===== config.mk =====
export PLATFORM = sky130hd
export DESIGN_NAME = dsp_mac_seq_flat
export DESIGN_NICKNAME = d
export VERILOG_FILES = /design/src/rtl/dsp_seq_pkg.sv /design/src/rtl/dsp_mac_seq_if.sv /design/src/rtl/dsp_opm_delay.sv /design/src/rtl/dsp_mac_seq.sv /design/src/flat_wrapper.sv
export SDC_FILE = /design/constraint.sdc
export NUM_CORES = 1
export LEC_CHECK = 0
export CORE_ASPECT_RATIO = 0.8
export CORE_MARGIN = 5
export CORE_UTILIZATION = 47
export CTS_BUF_LIST = sky130_fd_sc_hd__clkbuf_4 sky130_fd_sc_hd__clkbuf_8
export DETAILED_ROUTE_END_ITERATION = 16
export HOLD_SLACK_MARGIN = 0.06
export PLACE_DENSITY = 0.89
export REMOVE_ABC_BUFFERS = 1
export SLEW_MARGIN = 20
export SYNTH_ARGS = -nofsm -noshare
export SYNTH_HDL_FRONTEND = slang
export SYNTH_SLANG_ARGS = --single-unit
export TNS_END_PERCENT = 100

===== constraint.sdc =====
create_clock -name clk -period 3.25 [get_ports clk]
set_input_delay 0.65 -clock clk [delete_from_list [all_inputs] [get_ports clk]]
set_output_delay 0.65 -clock clk [all_outputs]
set_load 0.02 [all_outputs]

===== src/rtl/dsp_seq_pkg.sv =====
// dsp_seq_pkg: shared state encoding, DSP OPMODE codes and DSP port widths for the MAC sequencer.
package dsp_seq_pkg;
  localparam int A_W = 18;
  localparam int P_W = 48;
  localparam int OPM_SUB_BIT = 7;
  localparam logic [7:0] OPM_FIRST = 8'b0000_0001;
  localparam logic [7:0] OPM_ACC   = 8'b0000_1001;
  localparam logic [7:0] OPM_HOLD  = 8'b0000_1000;
  typedef enum logic [2:0] {IDLE, CLR, RUN, DRAIN, DONE} state_t;
endpackage


===== src/rtl/dsp_mac_seq_if.sv =====
// dsp_mac_seq_if: job request, operand stream and result stream between a job master and the MAC sequencer.
// op_sub exists only when DSPSEQ_SUB_EN is defined.
interface dsp_mac_seq_if #(parameter int LEN_W = 16);
  import dsp_seq_pkg::*;
  logic             start;
  logic [LEN_W-1:0] len;
  logic             busy;
  logic             op_valid;
  logic             op_ready;
  logic [A_W-1:0]   op_a;
  logic [A_W-1:0]   op_b;
`ifdef DSPSEQ_SUB_EN
  logic             op_sub;
`endif
  logic             res_valid;
  logic [P_W-1:0]   res_data;
  logic             res_ready;
  modport master (
`ifdef DSPSEQ_SUB_EN
    output op_sub,
`endif
    output start, len, op_valid, op_a, op_b, res_ready,
    input  busy, op_ready, res_valid, res_data
  );
  modport slave (
`ifdef DSPSEQ_SUB_EN
    input  op_sub,
`endif
    input  start, len, op_valid, op_a, op_b, res_ready,
    output busy, op_ready, res_valid, res_data
  );
endinterface


===== src/rtl/dsp_opm_delay.sv =====
// dsp_opm_delay: DEPTH-stage OPMODE shift register, reset to HOLD, aligning OPMODE with its product at the DSP post-adder.
module dsp_opm_delay
  import dsp_seq_pkg::*;
#(
  parameter int DEPTH = 1
) (
  input  logic       clk,
  input  logic       rst_n,
  input  logic [7:0] opm_i,
  output logic [7:0] opm_o
);
  logic [DEPTH-1:0][7:0] sr_q, sr_d;
  always_comb begin
    sr_d[0] = opm_i;
    for (int i = 1; i < DEPTH; i++) sr_d[i] = sr_q[i-1];
  end
  always_ff @(posedge clk or negedge rst_n) begin
    if (!rst_n) sr_q <= {DEPTH{OPM_HOLD}};
    else sr_q <= sr_d;
  end
  assign opm_o = sr_q[DEPTH-1];
endmodule


===== src/rtl/dsp_mac_seq.sv =====
// dsp_mac_seq: drives one DSP slice as a dot-product MAC engine; job in over valid/ready, 48-bit result out.
// Defining DSPSEQ_SUB_EN adds per-pair subtraction through bus.op_sub.
module dsp_mac_seq
  import dsp_seq_pkg::*;
#(
  parameter int LEN_W    = 16,
  parameter int DSP_LAT  = 3,
  parameter int OPM_SKEW = 1
) (
  input  logic             clk,
  input  logic             rst_n,
  dsp_mac_seq_if.slave     bus,
  output logic [A_W-1:0]   dsp_a,
  output logic [A_W-1:0]   dsp_b,
  output logic [7:0]       dsp_opmode,
  output logic             dsp_ce,
  output logic             dsp_rst,
  input  logic [P_W-1:0]   dsp_p
);
  localparam int DRAIN_N = DSP_LAT + OPM_SKEW;
  state_t           state_q, state_d;
  logic [LEN_W-1:0] len_q, len_d, cnt_q, cnt_d;
  logic [A_W-1:0]   a_q, a_d, b_q, b_d;
  logic [7:0]       opm_q, opm_d, opm_dly;
  logic [P_W-1:0]   res_q, res_d;
  always_comb begin
    state_d = state_q;
    len_d   = len_q;
    cnt_d   = cnt_q;
    a_d     = a_q;
    b_d     = b_q;
    opm_d   = OPM_HOLD;
    res_d   = res_q;
    case (state_q)
      IDLE: if (bus.start) begin
        len_d   = bus.len;
        cnt_d   = '0;
        res_d   = '0;
        state_d = (bus.len == '0) ? DONE : CLR;
      end
      CLR: state_d = RUN;
      RUN: if (bus.op_valid) begin
        a_d   = bus.op_a;
        b_d   = bus.op_b;
        opm_d = (cnt_q == '0) ? OPM_FIRST : OPM_ACC;
`ifdef DSPSEQ_SUB_EN
        opm_d[OPM_SUB_BIT] = bus.op_sub;
`endif
        cnt_d   = (cnt_q == len_q - LEN_W'(1)) ? '0 : cnt_q + LEN_W'(1);
        state_d = (cnt_q == len_q - LEN_W'(1)) ? DRAIN : RUN;
      end
      // P is final after DRAIN_N clocked cycles; the extra cycle captures it with the DSP frozen.
      DRAIN: begin
        cnt_d = cnt_q + LEN_W'(1);
        if (cnt_q == LEN_W'(DRAIN_N)) begin
          res_d   = dsp_p;
          state_d = DONE;
        end
      end
      DONE: if (bus.res_ready) state_d = IDLE;
      default: state_d = IDLE;
    endcase
  end
  always_ff @(posedge clk or negedge rst_n) begin
    if (!rst_n) begin
      state_q <= IDLE;
      len_q   <= '0;
      cnt_q   <= '0;
      a_q     <= '0;
      b_q     <= '0;
      opm_q   <= OPM_HOLD;
      res_q   <= '0;
    end else begin
      state_q <= state_d;
      len_q   <= len_d;
      cnt_q   <= cnt_d;
      a_q     <= a_d;
      b_q     <= b_d;
      opm_q   <= opm_d;
      res_q   <= res_d;
    end
  end
  dsp_opm_delay #(.DEPTH(OPM_SKEW)) u_dly (
    .clk   (clk),
    .rst_n (rst_n),
    .opm_i (opm_q),
    .opm_o (opm_dly)
  );
  assign dsp_ce = (state_q == CLR) || (state_q == RUN) ||
                  (state_q == DRAIN && cnt_q < LEN_W'(DRAIN_N));
  assign dsp_rst       = state_q == CLR;
  assign dsp_a         = a_q;
  assign dsp_b         = b_q;
  assign dsp_opmode    = dsp_ce ? opm_dly : 8'h00;
  assign bus.busy      = state_q != IDLE;
  assign bus.op_ready  = state_q == RUN;
  assign bus.res_valid = state_q == DONE;
  assign bus.res_data  = res_q;
endmodule

===== src/flat_wrapper.sv =====
// flat-port wrapper written by rule: the top's interface ports become plain ports
module dsp_mac_seq_flat import dsp_seq_pkg::*;
#(
  parameter int LEN_W    = 16,
  parameter int DSP_LAT  = 3,
  parameter int OPM_SKEW = 1
)
  (clk, rst_n, dsp_a, dsp_b, dsp_opmode, dsp_ce, dsp_rst, dsp_p, bus_start, bus_len, bus_op_valid, bus_op_a, bus_op_b, bus_res_ready, bus_busy, bus_op_ready, bus_res_valid, bus_res_data);
  dsp_mac_seq_if #(.LEN_W(LEN_W)) bus_i ();
  input  logic clk;
  input  logic rst_n;
  output logic [A_W-1:0] dsp_a;
  output logic [A_W-1:0] dsp_b;
  output logic [7:0] dsp_opmode;
  output logic dsp_ce;
  output logic dsp_rst;
  input  logic [P_W-1:0] dsp_p;
  input wire logic [$bits(bus_i.start)-1:0] bus_start;
  input wire logic [$bits(bus_i.len)-1:0] bus_len;
  input wire logic [$bits(bus_i.op_valid)-1:0] bus_op_valid;
  input wire logic [$bits(bus_i.op_a)-1:0] bus_op_a;
  input wire logic [$bits(bus_i.op_b)-1:0] bus_op_b;
  input wire logic [$bits(bus_i.res_ready)-1:0] bus_res_ready;
  output wire logic [$bits(bus_i.busy)-1:0] bus_busy;
  output wire logic [$bits(bus_i.op_ready)-1:0] bus_op_ready;
  output wire logic [$bits(bus_i.res_valid)-1:0] bus_res_valid;
  output wire logic [$bits(bus_i.res_data)-1:0] bus_res_data;
  assign bus_i.start = bus_start;
  assign bus_i.len = bus_len;
  assign bus_i.op_valid = bus_op_valid;
  assign bus_i.op_a = bus_op_a;
  assign bus_i.op_b = bus_op_b;
  assign bus_i.res_ready = bus_res_ready;
  assign bus_busy = bus_i.busy;
  assign bus_op_ready = bus_i.op_ready;
  assign bus_res_valid = bus_i.res_valid;
  assign bus_res_data = bus_i.res_data;
  dsp_mac_seq #(.LEN_W(LEN_W), .DSP_LAT(DSP_LAT), .OPM_SKEW(OPM_SKEW)) u_core (.clk(clk), .rst_n(rst_n), .bus(bus_i), .dsp_a(dsp_a), .dsp_b(dsp_b), .dsp_opmode(dsp_opmode), .dsp_ce(dsp_ce), .dsp_rst(dsp_rst), .dsp_p(dsp_p));
endmodule

==> flow_metrics.env, run 1 <==
export IMPL_grt_pass1_wl_um=25460
export IMPL_antennaDiodeCount=0
export IMPL_path_depth=6
export IMPL_top_layer="met4"
export IMPL_synth_seq_cells=123
export IMPL_wl_per_cell_um=18.37
export IMPL_grt_overflow_total=0
export IMPL_synthesis_area_um2=5695
export IMPL_io_buffer_count=195
export IMPL_grt_max_degree=97
export IMPL_insertion_delay_ns=0.44
export IMPL_startpoint_type="register"
export IMPL_synth_most_common_cell="dfrtp_1"
export IMPL_synth_top_cells_by_count="dfrtp_1 (121), nand2_1 (115), o21ai_0 (60)"
export IMPL_skew_ns=0.01840
export IMPL_grt_pass1_vias=5008
export IMPL_cp_num_buf_inv=2
export IMPL_vias_per_cell=5.456
export IMPL_syn_area_per_cell_um2=10.36
export IMPL_synth_edff_count=0
export IMPL_cts_tree="done"
export IMPL_placeableCoreArea_um2=12030
export IMPL_tightest_slew_ns=0.6833
export IMPL_track_usage=0.2265
export IMPL_rr_startpoint="u_core.len_q[0]$_DFFE_PN0P_"
export IMPL_crit_type="reg -> out"
export IMPL_drive_gt1_frac=0.1169
export IMPL_fmax_mhz=323.9
export IMPL_startpoint="u_core.cnt_q[3]$_DFFE_PN0P_"
export IMPL_crit_family="buffers and inverters"
export IMPL_yosysSeqAreaShare=0.5409
export IMPL_setup_viol=0
export IMPL_end_kind="output port"
export IMPL_synth_cell_types=55
export IMPL_slew_viol_final=0
export IMPL_dr_total_vias=4938
export IMPL_ant_nets=0
export IMPL_path_clk_slew_ns=0.09
export IMPL_max_stage_delay_ns=0.63
export IMPL_rsz0062_at_grt="no"
export IMPL_antenna_found_initial=0
export IMPL_cp_cell_sequence="nor4_2 > nand4_1 > nor2_1 > o21ai_0 > inv_1 > clkdlybuf4s50_1"
export IMPL_wl_um=16630
export IMPL_r2r_slack_ns=0.47
export IMPL_drtPass1Iterations=5
export IMPL_p_int_w=0.003450
export IMPL_routed_wl_met2_um=8234
export IMPL_numCtsBuffers=17
export IMPL_switching_share=0.3672
export IMPL_synth_ff_type="dfrtp_1"
export IMPL_drt_iter0_markers=478
export IMPL_final_util=0.6750
export IMPL_yosysWarnings=0
export IMPL_endpoint="dsp_ce"
export IMPL_r2r_end="u_core.cnt_q[13]$_DFFE_PN0P_"
export IMPL_r2r_cells=10
export IMPL_hp_class="in -> async"
export IMPL_postSynthCellCount=550
export IMPL_drc_errors=0
export IMPL_synth_top_area_frac=0.5316
export IMPL_worst_path_max_fanout=6
export IMPL_maxCapViolCount=0
export IMPL_required_ns=2.60
export IMPL_die_y_um=108.5
export IMPL_fin_area_um2=8118
export IMPL_finalCriticalPeriod_ns=3.087
export IMPL_outcome="complete, no violations"
export IMPL_yosys_area_top_type="dfrtp_1"
export IMPL_critical_path_slowest_cell="clkdlybuf4s50_1"
export IMPL_met3_length_um=1646
export IMPL_synthTopCellsByArea="dfrtp_1 (53%), nand2_1 (7.6%), mux2_2 (5.9%)"
export IMPL_clock_tree_buffer_depth=2
export IMPL_p_leak_nw=3.365
export IMPL_fin_crit_sh=0.9499
export IMPL_dpl_cell_area_um2=7744
export IMPL_p_seq_frac=0.388
export IMPL_htree_levels=4
export IMPL_ys_async_sr_fraction=1.000
export IMPL_p_clk_frac=0.221
export IMPL_nets=848
export IMPL_p_switching_w=0.002002
export IMPL_ir_worst_vdd_uv=484.3
export IMPL_die_area_um2=14430
export IMPL_hold_ws_ns=0.2406
export IMPL_pin_count=202
export IMPL_hpwl_um=12080
export IMPL_clock_sinks=123
export IMPL_place_congestion=0.9091
export IMPL_drt_met1_wl_um=6278
export IMPL_rows=36
export IMPL_cts_root_buf="clkbuf_8"
export IMPL_power_density_nw_per_um2=671.6
export IMPL_start_util=0.4736
export IMPL_final_hold_violation_count=0
export IMPL_die_x_um=133.1
export IMPL_areaGrowthSynthToFinish_pct=42.53
export IMPL_maxSlewHeadroom=0.5403
export IMPL_cp_arrival_ns=2.44
export IMPL_combPwrFrac=0.391
[worst min path at each step]
stage                                          from                             endpoint  slack, ns
after floorplan           u_core.opm_q[0]$_DFF_PN0_      u_core.u_dly.opm_o[0]$_DFF_PN0_       0.33
after global placement    u_core.opm_q[0]$_DFF_PN0_      u_core.u_dly.opm_o[0]$_DFF_PN0_       0.34
after detailed placement  u_core.opm_q[3]$_DFF_PN1_      u_core.u_dly.opm_o[3]$_DFF_PN1_       0.35
after CTS                                     rst_n  u_core.bus.res_data[14]$_DFFE_PN0P_       0.24
after global routing                          rst_n  u_core.bus.res_data[46]$_DFFE_PN0P_       0.28
final                                         rst_n  u_core.bus.res_data[46]$_DFFE_PN0P_       0.24
[timing repair]
| item | in CTS | in global routing |
|---|---|---|
| endpoints found under the setup margin | 3 | 2 |
| gates resized for setup | 0 | 4 |
| hold buffers | 0 | 0 |
| buffers inserted | 1 | 0 |
| cloned | 0 | 0 |
| pin swaps | 1 | 0 |
[layout make-up]
cell class                 count  area [µm²]
clock buffer                  19       255.2
clock inverter                13       93.84
fill                         830        3909
inverter                      12       45.04
multi-input combinational    383        2414
sequential                   123        3080
tap                          152       190.2
timing repair buffer         203        2039
[cell families after synthesis]
kind of cell / synth area share
compound gates: 0.08480
xor+xnor: 0.04613
fa+ha+maj: 0.006591
buf+inv: 0.04503
flops: 0.5409
mux: 0.1006
other cells: 0.0006584
simple gates: 0.1753
[state kept, by name, indices dropped and copies added, names as in the netlist]
register,cells
u_core.bus.res_data,48
u_core.dsp_a,18
u_core.dsp_b,18
u_core.cnt_q,16
u_core.len_q,16
u_core.state_q,3
u_core.opm_q,2
u_core.u_dly.opm_o,2
[power by group through the flow]
stage | registers (W) | clock network [W] | logic, W
after floorplan | 0.00237 | 0 | 0.000880
after global placement | 0.00210 | 0 | 0.00204
after detailed placement | 0.00213 | 0 | 0.00211
after CTS | 0.00211 | 0.00122 | 0.00214
after global routing | 0.00216 | 0.00129 | 0.00228
final | 0.00212 | 0.00120 | 0.00213
[cell usage in the layout, fill, tap and decap left out, types with 7 or more instances in the layout]
master / n
dfrtp_1: 121
mux2_1: 20
o21ai_0: 60
clkdlybuf4s50_1: 192
mux2_2: 30
nor3_1: 10
inv_1: 12
xor2_1: 14
xnor2_1: 16
nand2_1: 115
nand3_1: 11
clkbuf_8: 18
buf_4: 7
nand4_1: 9
nor2_1: 30
[through the flow]
stage / total power, W / cells / TNS [ns] / setup slack [ns]
final: 0.005452 / 905 / 0 / 0.1628
after global placement: 0.004146 / 872 / 0 / 0.4760
after detailed placement: 0.004238 / 872 / 0 / 0.4010
after global routing: 0.005731 / 905 / 0 / 0.1035
after CTS: 0.005471 / 905 / 0 / 0.02953
after floorplan: 0.003246 / 518 / -74.20 / -1.546
[routing by layer]
layer / GRT usage / vias to the layer above
met4: 0.09199 / 0
met1: 0.2660 / 2379
met2: 0.3783 / 276
li1: - / 2238
met5: 0 / -
met3: 0.08512 / 45
No activity file was read; power rests on OpenSTA's default activity.
==> run 2, diff against run 1 <==
TNS_END_PERCENT = default   (was 100)
==> results of run 2 <==
No change in the layout: final DEF, timing and power equal those of run 1.
==> run 3, diff against run 2 <==
GPL_ROUTABILITY_DRIVEN = 0   (was default)
==> run 3 against run 2 <==
Sequential share of layout area down 0.16 points. Critical path depth unchanged. Worst hold slack improved by 0.020 ns. Highest routed layer unchanged.
==> flow_metrics.env, run 3 (synthesis gave the netlist of run 1 again) <==
export IMPL_outcome="complete, no violations"
export IMPL_p_int_w=0.003626
export IMPL_end_kind="output port"
export IMPL_wl_um=16710
export IMPL_final_hold_violation_count=0
export IMPL_p_seq_frac=0.382
export IMPL_p_clk_frac=0.236
export IMPL_maxCapViolCount=0
export IMPL_die_area_um2=14430
export IMPL_grt_pass1_vias=5094
export IMPL_hp_class="in -> async"
export IMPL_io_buffer_count=195
export IMPL_htree_levels=4
export IMPL_final_util=0.6778
export IMPL_maxSlewHeadroom=0.5351
export IMPL_vias_per_cell=5.386
export IMPL_multiInputGateArea_um2=2419
export IMPL_skew_ns=0.01257
export IMPL_antennaDiodeCount=0
export IMPL_final_cell_mix="clkdlybuf4s50_1 (192), dfrtp_1 (121), nand2_1 (115)"
export IMPL_power_density_nw_per_um2=682.4
export IMPL_pre_cts_ws_ns=0.4204
export IMPL_largest_reg_flops=48
export IMPL_nets=848
export IMPL_p_leak_nw=3.385
export IMPL_grt_pass1_wl_um=25980
export IMPL_finalPower_w=0.005562
export IMPL_seq_area_um2=3080
export IMPL_cts_root_buf="clkbuf_8"
export IMPL_n_fill_cell=866
export IMPL_fin_crit_sh=0.9397
export IMPL_combPwrFrac=0.382
export IMPL_top_usage_layer="met2"
export IMPL_areaGrowthSynthToFinish_pct=43.12
export IMPL_die_x_um=133.1
export IMPL_drive_gt1_frac=0.1147
export IMPL_hpwl_um=12150
export IMPL_required_ns=2.60
export IMPL_finalCriticalPeriod_ns=3.054
export IMPL_startpoint_type="register"
export IMPL_worst_path_max_fanout=6
export IMPL_met2_usage=0.3714
export IMPL_drtPass1Iterations=5
export IMPL_dr_total_vias=4858
export IMPL_final_common_cell="clkdlybuf4s50_1"
export IMPL_clock_sinks=123
export IMPL_fmax_mhz=327.4
export IMPL_grt_overflow_total=0
export IMPL_insertion_delay_ns=0.45
export IMPL_track_usage=0.2320
export IMPL_cts_tree="done"
export IMPL_grt_use_met1=0.2748
export IMPL_met3_usage=0.1014
export IMPL_fin_ws_ns=0.1958
export IMPL_die_y_um=108.5
export IMPL_crit_type="reg -> out"
export IMPL_setup_viol=0
export IMPL_wl_per_cell_um=18.52
export IMPL_drc_errors=0
export IMPL_p_switching_w=0.001937
export IMPL_r2r_slack_ns=0.50
export IMPL_start_util=0.4736
export IMPL_path_clk_slew_ns=0.07
export IMPL_antenna_found_initial=0
export IMPL_cp_arrival_ns=2.40
export IMPL_ir_worst_vdd_uv=595.9
export IMPL_placeableCoreArea_um2=12030
export IMPL_tightest_slew_ns=0.6910
export IMPL_numCtsBuffers=17
export IMPL_pin_count=202
export IMPL_ant_nets=0
export IMPL_slew_viol_final=0
export IMPL_grt_max_degree=97
export IMPL_clock_tree_buffer_depth=2
export IMPL_rows=36
export IMPL_switching_share=0.3482
export IMPL_drt_iter0_markers=497
export IMPL_rsz0062_at_grt="no"
run 3: changes by cell type in the layout (fill, tap and decap cells not counted), sizes merged:
cell / change
bufinv: +2
clkinvlp: -2
inv: -3
clkinv: -3
clkbuf: +3
run 3: per-stage QoR:
step	hold slack [ns]	setup TNS, ns	instance area (µm²)	cells
floorplan	0.3312	-74.20	5503	518
global placement	0.3355	0	7744	872
detailed placement	0.3448	0	7744	872
CTS	0.2558	0	8129	902
global route	0.2847	0	8152	902
finish	0.2607	0	8152	902
run 3: power groups by stage:
stage                     combinational (W)  clock [W]  sequential [W]
final                               0.00213    0.00131         0.00212
after global routing                0.00228    0.00141         0.00217
after detailed placement            0.00211          0         0.00214
after global placement              0.00204          0         0.00210
after floorplan                    0.000880          0         0.00237
after CTS                           0.00213    0.00134         0.00212
run 3: metal layers:
metal,part of all wire,vias up
met5,0,-
met4,0.037,0
met3,0.089,53
met2,0.49,223
met1,0.39,2338
li1,-,2244
run 3: final cells by class:
type / count / share of cell area
inverter: 12 / 0.005526
sequential: 123 / 0.3779
clock inverter: 7 / 0.01151
clock buffer: 22 / 0.03484
multi-input combinational: 383 / 0.2967
tap: 152 / 0.02333
timing repair buffer: 203 / 0.2502
run 3: critical path, stage by stage, from the launching register on:
cell	delay, ns
dfrtp_1	0.45
nor4_2	0.32
nand4_1	0.19
nor2_1	0.17
o21ai_0	0.10
inv_1	0.11
clkdlybuf4s50_1	0.62
run 3: repair_timing:
item                                    4_1_cts  5_1_grt
buffers inserted                              1        0
pin swaps                                     1        0
hold buffers                                  0        0
hold endpoints to repair                      0        0
endpoints found under the setup margin        2        3
gates resized for setup                       0        5
run 3: path summary, 6_finish.rpt:
path | start | end | cells after the start
worst max-delay path | u_core.cnt_q[3]$_DFFE_PN0P_ | dsp_ce | 6
worst min-delay path | rst_n | u_core.bus.res_data[34]$_DFFE_PN0P_ | 1
worst max register to register | u_core.len_q[0]$_DFFE_PN0P_ | u_core.cnt_q[10]$_DFFE_PN0P_ | 10
worst min register to register | u_core.opm_q[0]$_DFF_PN0_ | u_core.u_dly.opm_o[0]$_DFF_PN0_ | 0
max in group asynchronous | rst_n | u_core.cnt_q[14]$_DFFE_PN0P_ | 2
min in group clk | u_core.opm_q[0]$_DFF_PN0_ | u_core.u_dly.opm_o[0]$_DFF_PN0_ | 0
